### config.mk
export PLATFORM = sky130hd
export DESIGN_NAME = my_rgb2gray_wsum_pipe
export DESIGN_NICKNAME = d
export VERILOG_FILES = /design/src/rtl/my_rgb2gray_wsum_pipe.sv
export SDC_FILE = /design/constraint.sdc
export NUM_CORES = 1
export LEC_CHECK = 0
export ABC_CLOCK_PERIOD_IN_PS = 10400
export BUFFER_PORTS_ARGS = -buffer_cell sky130_fd_sc_hd__buf_2
export CAP_MARGIN = 20
export CORE_MARGIN = 2
export CORE_UTILIZATION = 30
export DETAILED_ROUTE_END_ITERATION = 7
export PLACE_DENSITY_LB_ADDON = 0.2
export SLEW_MARGIN = 20
export SYNTH_ARGS = -nofsm -noshare
export SYNTH_HDL_FRONTEND = slang
export SYNTH_SLANG_ARGS = --single-unit
### constraint.sdc
create_clock -name ap_clk -period 10.4 [get_ports ap_clk]
set_clock_uncertainty 0.05 [all_clocks]
set_input_delay 1.56 -clock ap_clk [delete_from_list [all_inputs] [get_ports ap_clk]]
set_output_delay 1.56 -clock ap_clk [all_outputs]
set_load 0.01 [all_outputs]
### src/rtl/my_rgb2gray_wsum_pipe.sv
// my_rgb2gray_wsum_pipe: 3-stage weighted-sum pixel reducer with saturation and valid/ready back-pressure.
// Define RGB2GRAY_ROUND_EN for round-half-up of the shifted sum; the default build truncates.
module my_rgb2gray_wsum_pipe #(
   parameter int NCH    = 3,
   parameter int DIN_W  = 8,
   parameter int COEF_W = 17,
   parameter int FRAC_W = 16,
   parameter int DOUT_W = 8,
   parameter int SB_W   = 2
) (
   input  logic                    ap_clk,
   input  logic                    ap_rst,
   input  logic                    coef_load,
   input  logic [NCH*COEF_W-1:0]   coef_in,
   input  logic                    in_valid,
   output logic                    in_ready,
   input  logic [NCH*DIN_W-1:0]    din,
   input  logic [SB_W-1:0]         sb_in,
   output logic                    out_valid,
   input  logic                    out_ready,
   output logic [DOUT_W-1:0]       dout,
   output logic [SB_W-1:0]         sb_out
);
   localparam int PW    = DIN_W + COEF_W;
   localparam int SUM_W = PW + $clog2(NCH) + 1;
   localparam logic [SUM_W-1:0] MAX = SUM_W'((1 << DOUT_W) - 1);
`ifdef RGB2GRAY_ROUND_EN
   localparam logic [SUM_W-1:0] RND = (SUM_W'(1) << FRAC_W) >> 1;
`else
   localparam logic [SUM_W-1:0] RND = '0;
`endif
   logic [NCH*COEF_W-1:0] coef_reg, c1;
   logic [NCH*DIN_W-1:0]  d1;
   logic [SB_W-1:0]       sb1, sb2;
   logic                  v1, v2;
   logic [PW-1:0]         p2 [NCH];
   logic [SUM_W-1:0]      sum, shifted;
   logic [DOUT_W-1:0]     sat;
   logic                  adv_1, adv_2, adv_out;
   assign adv_out  = !out_valid || out_ready;
   assign adv_2    = !v2 || adv_out;
   assign adv_1    = !v1 || adv_2;
   assign in_ready = adv_1;
   always_comb begin
      sum = '0;
      for (int i = 0; i < NCH; i++) sum = sum + SUM_W'(p2[i]);
   end
   assign shifted = (sum + RND) >> FRAC_W;
   assign sat     = (shifted > MAX) ? MAX[DOUT_W-1:0] : shifted[DOUT_W-1:0];
   // a pixel takes the coefficient being loaded in its own acceptance cycle
   always_ff @(posedge ap_clk) begin
      if (ap_rst) begin
         coef_reg  <= '0;
         c1        <= '0;
         d1        <= '0;
         sb1       <= '0;
         sb2       <= '0;
         v1        <= 1'b0;
         v2        <= 1'b0;
         out_valid <= 1'b0;
         dout      <= '0;
         sb_out    <= '0;
         for (int i = 0; i < NCH; i++) p2[i] <= '0;
      end else begin
         if (coef_load) coef_reg <= coef_in;
         if (adv_1) v1 <= in_valid;
         if (adv_1 && in_valid) begin
            d1  <= din;
            sb1 <= sb_in;
            c1  <= coef_load ? coef_in : coef_reg;
         end
         if (adv_2) v2 <= v1;
         if (adv_2 && v1) begin
            sb2 <= sb1;
            for (int i = 0; i < NCH; i++)
               p2[i] <= PW'(d1[i*DIN_W +: DIN_W]) * PW'(c1[i*COEF_W +: COEF_W]);
         end
         if (adv_out) out_valid <= v2;
         if (adv_out && v2) begin
            dout   <= sat;
            sb_out <= sb2;
         end
      end
   end
endmodule

======== After elaboration in Yosys (flattened, before gate mapping) ========
Memory sizes are Yosys's and may differ from the RTL's.
Cells that the tools add are included.
cells by class
  add/subtract/negate cells ............... 2
  multiply operators ...................... 3
  magnitude comparators ................... 1
  multiplexer cells ....................... 10
  bitwise logic cells ..................... 3
  reductions and logical operators ........ 9
operators by type and width
  cell                   count
  $mul A8 B17 Y25        3
  $mux W25               3
  $mux W51               1
  $add A26 B25 Y27       1
  $add A25 B25 Y26       1
  $gt A11 B8 Y1 const B  1
  $mux W8                1
  $mux W1                5
  $logic_and A1 B1 Y1    3
  $logic_not A1 Y1       3
  $logic_or A1 B1 Y1     3
  $or A1 B1 Y1           3
storage, ports and cells
  flip-flop bits (word level) ............. 143
  memory bits (writable) .................. 75
  output and inout port bits .............. 12
  memories ................................ 1
memory list
  memory  depth  width  rd ports  clocked after memory_dff  wr ports  RTL line  text
  p2      3      25     3         0                         3         36        logic [PW-1:0] p2 [NCH];

======== Logic depth before layout (Yosys ltp) ========
Gate-level depths: netlist of run 1.
  depth after elaboration ................. 8
  gate-level depth with buffers ........... 19
  gate-level depth less buffers ........... 18

======== Worst setup path before layout of run 1 ========
Ideal clock, no wire load.
  kind .................................... register to register
  from .................................... register d1[19]
  to ...................................... memory p2[0][72] (netlist bit) (data pin)
  setup time .............................. 266 ps
  data arrival time ....................... 4611 ps
  data required time ...................... 10084 ps
  slack ................................... 5473 ps
  cell stages (with the launch flop) ...... 18
  buffers on the path ..................... 1
  path through ............................ dfxtp_1 clkbuf_1 and2_1 fa_1 fa_1 fa_1 inv_1 fa_1 inv_1 ha_1 or2_2 a21o_1 a211oi_1 a211oi_1 or3_1 a21oi_1 xor2_1 nor2_1
RTL lines
  element                 RTL line  text
  start, declared         33        logic [NCH*DIN_W-1:0] d1;
  start signal, assigned  68        d1 <= din;
  end, declared           36

==> flow_summary.ini, run 1 <==
[outcome]
status = finished clean

[run]
maxCapViolCount = 0

[global_route]
grt_use_total = 0.144
grt_pass1_wl_mm = 85.7
grt_pass1_vias = 16100
grt_max_degree = 77
antenna_found_initial = 2
grt-ovfl-total = 0

[placement]
gp_congestion = 0.821
hpwl_mm = 40.7
preCtsSetupSlack_ns = 4.97
io_buffers = 93
place_inst = 3209
placed_area_um2 = 22800

[setup_path]
r2r_setup_slack_ns = 4.96
crit_path_cell_trace = nand2_1 -> fa_1 -> fa_1 -> inv_1 -> fa_1 -> inv_1 -> fa_1 -> inv_1 -> ha_1 -> o21a_1 -> a21o_1 -> a311o_2 -> a31o_4 -> a311oi_2 -> xor2_1 -> nor2_1
crit_required_ns = 10.62
arrival_ns = 5.66
rr_worst_depth = 16
cp_common_cell = fa_1
regToRegEndpoint = p2[0][22]
worst-setup-path-type = register to register
cpPeakStageDelay_ns = 0.80
crit_slowest_cell = dfxtp_1
startpoint_type = register
cp-end-kind = register
r2r-start = d1[2]
cp_max_fo = 18

[clock_tree]
clockBufferDepth = 3
numCtsBuffers = 29
cts_resized = 0
clk_latency_ns = 0.57
cts.reportedPaths.clkPinSlew_ns = 0.06
cts_tree = built
holdBufCountCts = 0
root_buffer = clkbuf_16
postCtsSetupBuffers = 0
cts_sinks = 218
cts_htree_levels = 1

[pwr]
p_leak_nw = 11.5
ir_drop_v = 0.000108
report.power.total_mw = 2.55
p_per_area_nw_per_um2 = 107

[layout]
finalCoreUtilization = 0.338
largest_register_ff_count = 75
final_cell_area_um2 = 23800
fillers = 7224
final_nets = 2835
layout.cells.non_filler = 3262
antenna_cells = 0
drive_gt1_frac = 0.0719
area_growth_pct = 11.5

[routing]
dr_total_vias = 14900
viasPerCell = 4.57
drtPass1Iterations = 5
drt_first_iter_violations = 626
drc = 0
ant_nets = 0
finalWirelength_mm = 51.5
wl_per_cell_um = 15.8

[sta]
slew-limit-headroom = 0.330
slew_viol_final = 0
final.period_utilization = 0.523
finalSetupViolCount = 0
fmax_ghz = 0.184
tightest_slew_ns = 1.01
hold_viol_final = 0
setup_ws_ns = 4.96
tns_ns = 0
rsz0062_at_grt = no
layout_min_cycle_time_ns = 5.44
holdWs_ns = 0.433

[logic_synthesis]
async_reset_ff_frac = 0
synth_area_um2 = 21300
seq_area_frac_synth = 0.240
yosys_warnings = 0
synth_edf_count = 75
synth.distinct_cells = 61
synth_fp_nets = 2777
avgSynthCellArea_um2 = 9.51
synth-seq-cells = 218
syn-instance-count = 2242
synth_top_flop_cell = dfxtp_1

[die]
die_x_um = 271
dieHeight_um = 271
ios = 94
start_util = 0.304
dieArea_um2 = 73200
core_region_area_um2 = 70300
num_rows = 97

[min_path]
worstHoldStart = sb2[0]
whs_path_depth = 1
hold_end = sb2[0]
hp-class = register to register
[Yosys cell counts (3+ instances only)]
library cell  instances  area [um^2]
clkbuf_1             66          248
nand2b_1              3         18.8
nand4_1               3         18.8
o211ai_1              8         60.1
mux2i_1              53          531
and2_1              361         2260
fa_1                294         5890
or3_1                 5         31.3
a21boi_0              3         22.5
o21a_1               14          105
edfxtp_1             75         2250
nand3_1              21          105
inv_1               340         1280
o21bai_1              3         22.5
xnor2_1              21          184
nor2_1              188          706
o31a_1                3         26.3
or2_2                 3         18.8
a211oi_1             72          541
nand2_1             148          556
o21ai_0              28          140
buf_1                10         37.5
xor2_1               21          184
o31ai_1               4         30.0
a31oi_1               5         31.3
a21oi_1              76          380
ha_1                159         1990
and3_1                8         50.1
nor4_1                3         18.8
a21o_1               19          143
nor2b_1              11         68.8
nor3b_1               8         60.1
nor3_1               28          140
dfxtp_1             143         2860
[layout make-up]
class | count | area (um^2) | share of cell area
sequential | 218 | 5110 | 0.215
tap | 940 | 1180 | 0.0494
clock inverter | 13 | 159 | 0.00668
multi-input combinational | 1608 | 14700 | 0.617
clock buffer | 40 | 848 | 0.0357
timing repair buffer | 103 | 543 | 0.0228
inverter | 340 | 1280 | 0.0537
[layout by cell type (no fill, tap or decap), types with 19 or more instances in the layout]
cell / n
a21o_1: 19
nor2_1: 188
ha_1: 159
dfxtp_1: 143
xnor2_1: 21
fa_1: 294
nand3_1: 21
nor3_1: 28
inv_1: 339
a21oi_1: 76
edfxtp_1: 75
a211oi_1: 72
and2_1: 361
buf_2: 92
o21ai_0: 28
nand2_1: 148
mux2i_1: 53
clkbuf_16: 30
xor2_1: 21
[kinds of logic after synthesis]
group	share of synthesized area
xor gates and xnor gates	0.0172
muxes	0.0249
buffers and inverters	0.0732
and+or+nand+nor	0.193
DFF	0.240
adders and majority gates	0.369
AOI/OAI and AO/OA	0.0825
[routing by layer]
metal,global-route usage,routed length [um],up-vias
met5,0,0,-
met4,0.0286,854,0
met3,0.0168,1340,58
met2,0.251,24800,151
met1,0.191,24500,7425
li1,-,-,7285
[power breakdown]
group	switching [mW]	internal (mW)	total, mW
Sequential	0.0822	0.936	1.02
Clock	0.396	0.644	1.04
Combinational	0.282	0.212	0.495
Total	0.760	1.79	2.55
[worst max path at each step]
| stage | startpoint | to | slack, ns | cells past startpoint |
|---|---|---|---|---|
| 6_report | d1[2] | p2[0][22] | 4.96 | 16 |
| 5_1_grt | d1[10] | p2[0][47] | 4.67 | 17 |
| 4_1_cts | d1[2] | p2[0][22] | 4.93 | 16 |
| 3_5_place_dp | d1[2] | p2[0][22] | 4.97 | 16 |
| 3_3_place_gp | d1[2] | p2[0][22] | 4.97 | 16 |
| 2_1_floorplan | d1[19] | p2[0][72] | 5.47 | 17 |
[critical path: cells and delay by family (launching register included)]
kind	cells	cell delay (ns)
flops	1	0.80
xor+xnor	1	0.18
simple gates	2	0.22
buf+inv	3	0.15
compound gates	5	1.38
fa+ha+maj	5	2.36
Note: power is estimated with default switching activity, not from simulation.
==> inputs of run 2 (changes only) <==
- ABC_CLOCK_PERIOD_IN_PS: 10400 -> 5200
- clock period: 10.4 -> 5.2 ns (I/O delays scaled with it)
==> flow_summary.ini, run 2 (synthesis gave the netlist of run 1 again) <==
[outcome]
status = finished clean

[global_route]
grt_pass1_vias = 16200
grt_use_total = 0.145
grt_max_degree = 76
grt_pass1_wl_mm = 86.5
antenna_found_initial = 0
grt-ovfl-total = 0

[routing]
ant_nets = 0
drtPass1Iterations = 6
route.met2.wl_mm = 25.3
viasPerCell = 4.58
dr_total_vias = 15200
wl_met1_mm = 24.5
wl_per_cell_um = 15.7
drc = 0
drt_first_iter_violations = 539
top_layer_used = met4
wl_met3_mm = 1.40
finalWirelength_mm = 52.0

[pwr]
p_switching_mw = 1.57
ir_drop_v = 0.000203
p_seq_frac = 0.391
power_frac_clock = 0.401
p_per_area_nw_per_um2 = 212
p_leak_nw = 11.8
power.internal_mw = 3.57
p_sw_frac = 0.305
p_comb_frac = 0.208

[min_path]
hp-class = primary input to register
whs_path_depth = 3

[layout]
final_nets = 2890
finalCoreUtilization = 0.345
multiInputGateArea_um2 = 14700
area_growth_pct = 13.8
largest_register_ff_count = 75
antenna_cells = 0
final_common_cell = and2_1
drive_gt1_frac = 0.110
final_cell_mix = 361 x and2_1, 339 x inv_1, 294 x fa_1
fillers = 7187
seqCellArea_um2 = 5160

[die]
start_util = 0.304
dieHeight_um = 271
ios = 94
die_x_um = 271
num_rows = 97
core_region_area_um2 = 70300
dieArea_um2 = 73200

[setup_path]
rr_worst_depth = 16
arrival_ns = 5.23
crit_required_ns = 5.45
cp-end-kind = register
startpoint_type = register
worst-setup-path-type = register to register
cp_max_fo = 9

[placement]
gp_congestion = 0.830
hpwl_mm = 42.3
io_buffers = 93
preCtsSetupSlack_ns = 0.0481

[sta]
rsz0062_at_grt = yes
hold_viol_final = 0
slew_viol_final = 0
tightest_slew_ns = 0.975
finalSetupViolCount = 0
slew-limit-headroom = 0.350
final.period_utilization = 0.956
fmax_ghz = 0.201
holdWs_ns = 0.383
layout_min_cycle_time_ns = 4.97
setup_ws_ns = 0.227

[clock_tree]
numCtsBuffers = 29
clk_latency_ns = 0.57
cts_sinks = 218
cts_htree_levels = 1
cts.reportedPaths.clkPinSlew_ns = 0.07
cts_resized = 1
holdBufCountCts = 0
clockBufferDepth = 3
cts_tree = built
root_buffer = clkbuf_16
postCtsSetupBuffers = 0

[run]
maxCapViolCount = 0
==> run 2: changes by cell type in the layout (fill, tap and decap cells not counted), moves of 3 or more <==
cell | before | now
clkbuf_1 | 4 | 1
buf_4 | 11 | 65
dfxtp_2 | 0 | 28
dfxtp_4 | 0 | 3
clkbuf_8 | 6 | 3
o21ai_0 | 28 | 24
o21ai_1 | 1 | 4
inv_4 | 1 | 5
dfxtp_1 | 143 | 112
==> run 2: layout make-up <==
type | instances | area share
well taps | 940 | 0.0485
multi-input cells | 1608 | 0.605
clock buffers | 35 | 0.0338
flip-flops and latches | 218 | 0.213
inverters | 340 | 0.0526
clock inverters | 18 | 0.00712
repair buffers | 158 | 0.0399
==> run 2: per-layer routing <==
metal,vias to the layer above,GRT usage
li1,7389,-
met1,7591,0.194
met2,171,0.251
met3,46,0.0163
met4,0,0.0295
met5,-,0
==> run 2: power by group through the flow <==
stage	combinational, mW	sequential (mW)	clock [mW]
after floorplan	0.764	1.97	0
after global placement	1.07	2.04	0
after detailed placement	1.08	2.04	0
after CTS	1.09	2.01	2.14
after global routing	1.23	2.02	2.20
final	1.07	2.01	2.06
==> run 2: per-stage QoR <==
step,instance area (um^2),setup TNS [ns],cells,power (mW)
finish,24300,0,3317,5.13
detailed placement,23200,0,3264,3.13
global placement,23200,0,3264,3.11
floorplan,21300,0,2242,2.74
global route,24300,-0.0112,3317,5.46
CTS,24200,0,3317,5.23
==> run 2: path summary, 6_finish.rpt <==
kind                               from  slack [ns]        end
worst max-delay path             d1[23]        0.23  p2[0][72]
worst min-delay path            din[11]        0.38     d1[11]
worst min register to register   sb2[1]        0.43     sb2[1]
worst max register to register   d1[23]        0.23  p2[0][72]
==> run 2: critical path, stage by stage (launching register included) <==
cell and delay, ns:
dfxtp_1 0.50, and2_1 0.20, fa_1 0.44, fa_1 0.46, fa_1 0.50, inv_1 0.06, fa_1 0.48, inv_1 0.04
ha_1 0.32, or2_2 0.30, a21o_1 0.21, a211oi_2 0.28, a211oi_2 0.13, or3_1 0.35, a21oi_1 0.18, xor2_1 0.16
nor2_1 0.05
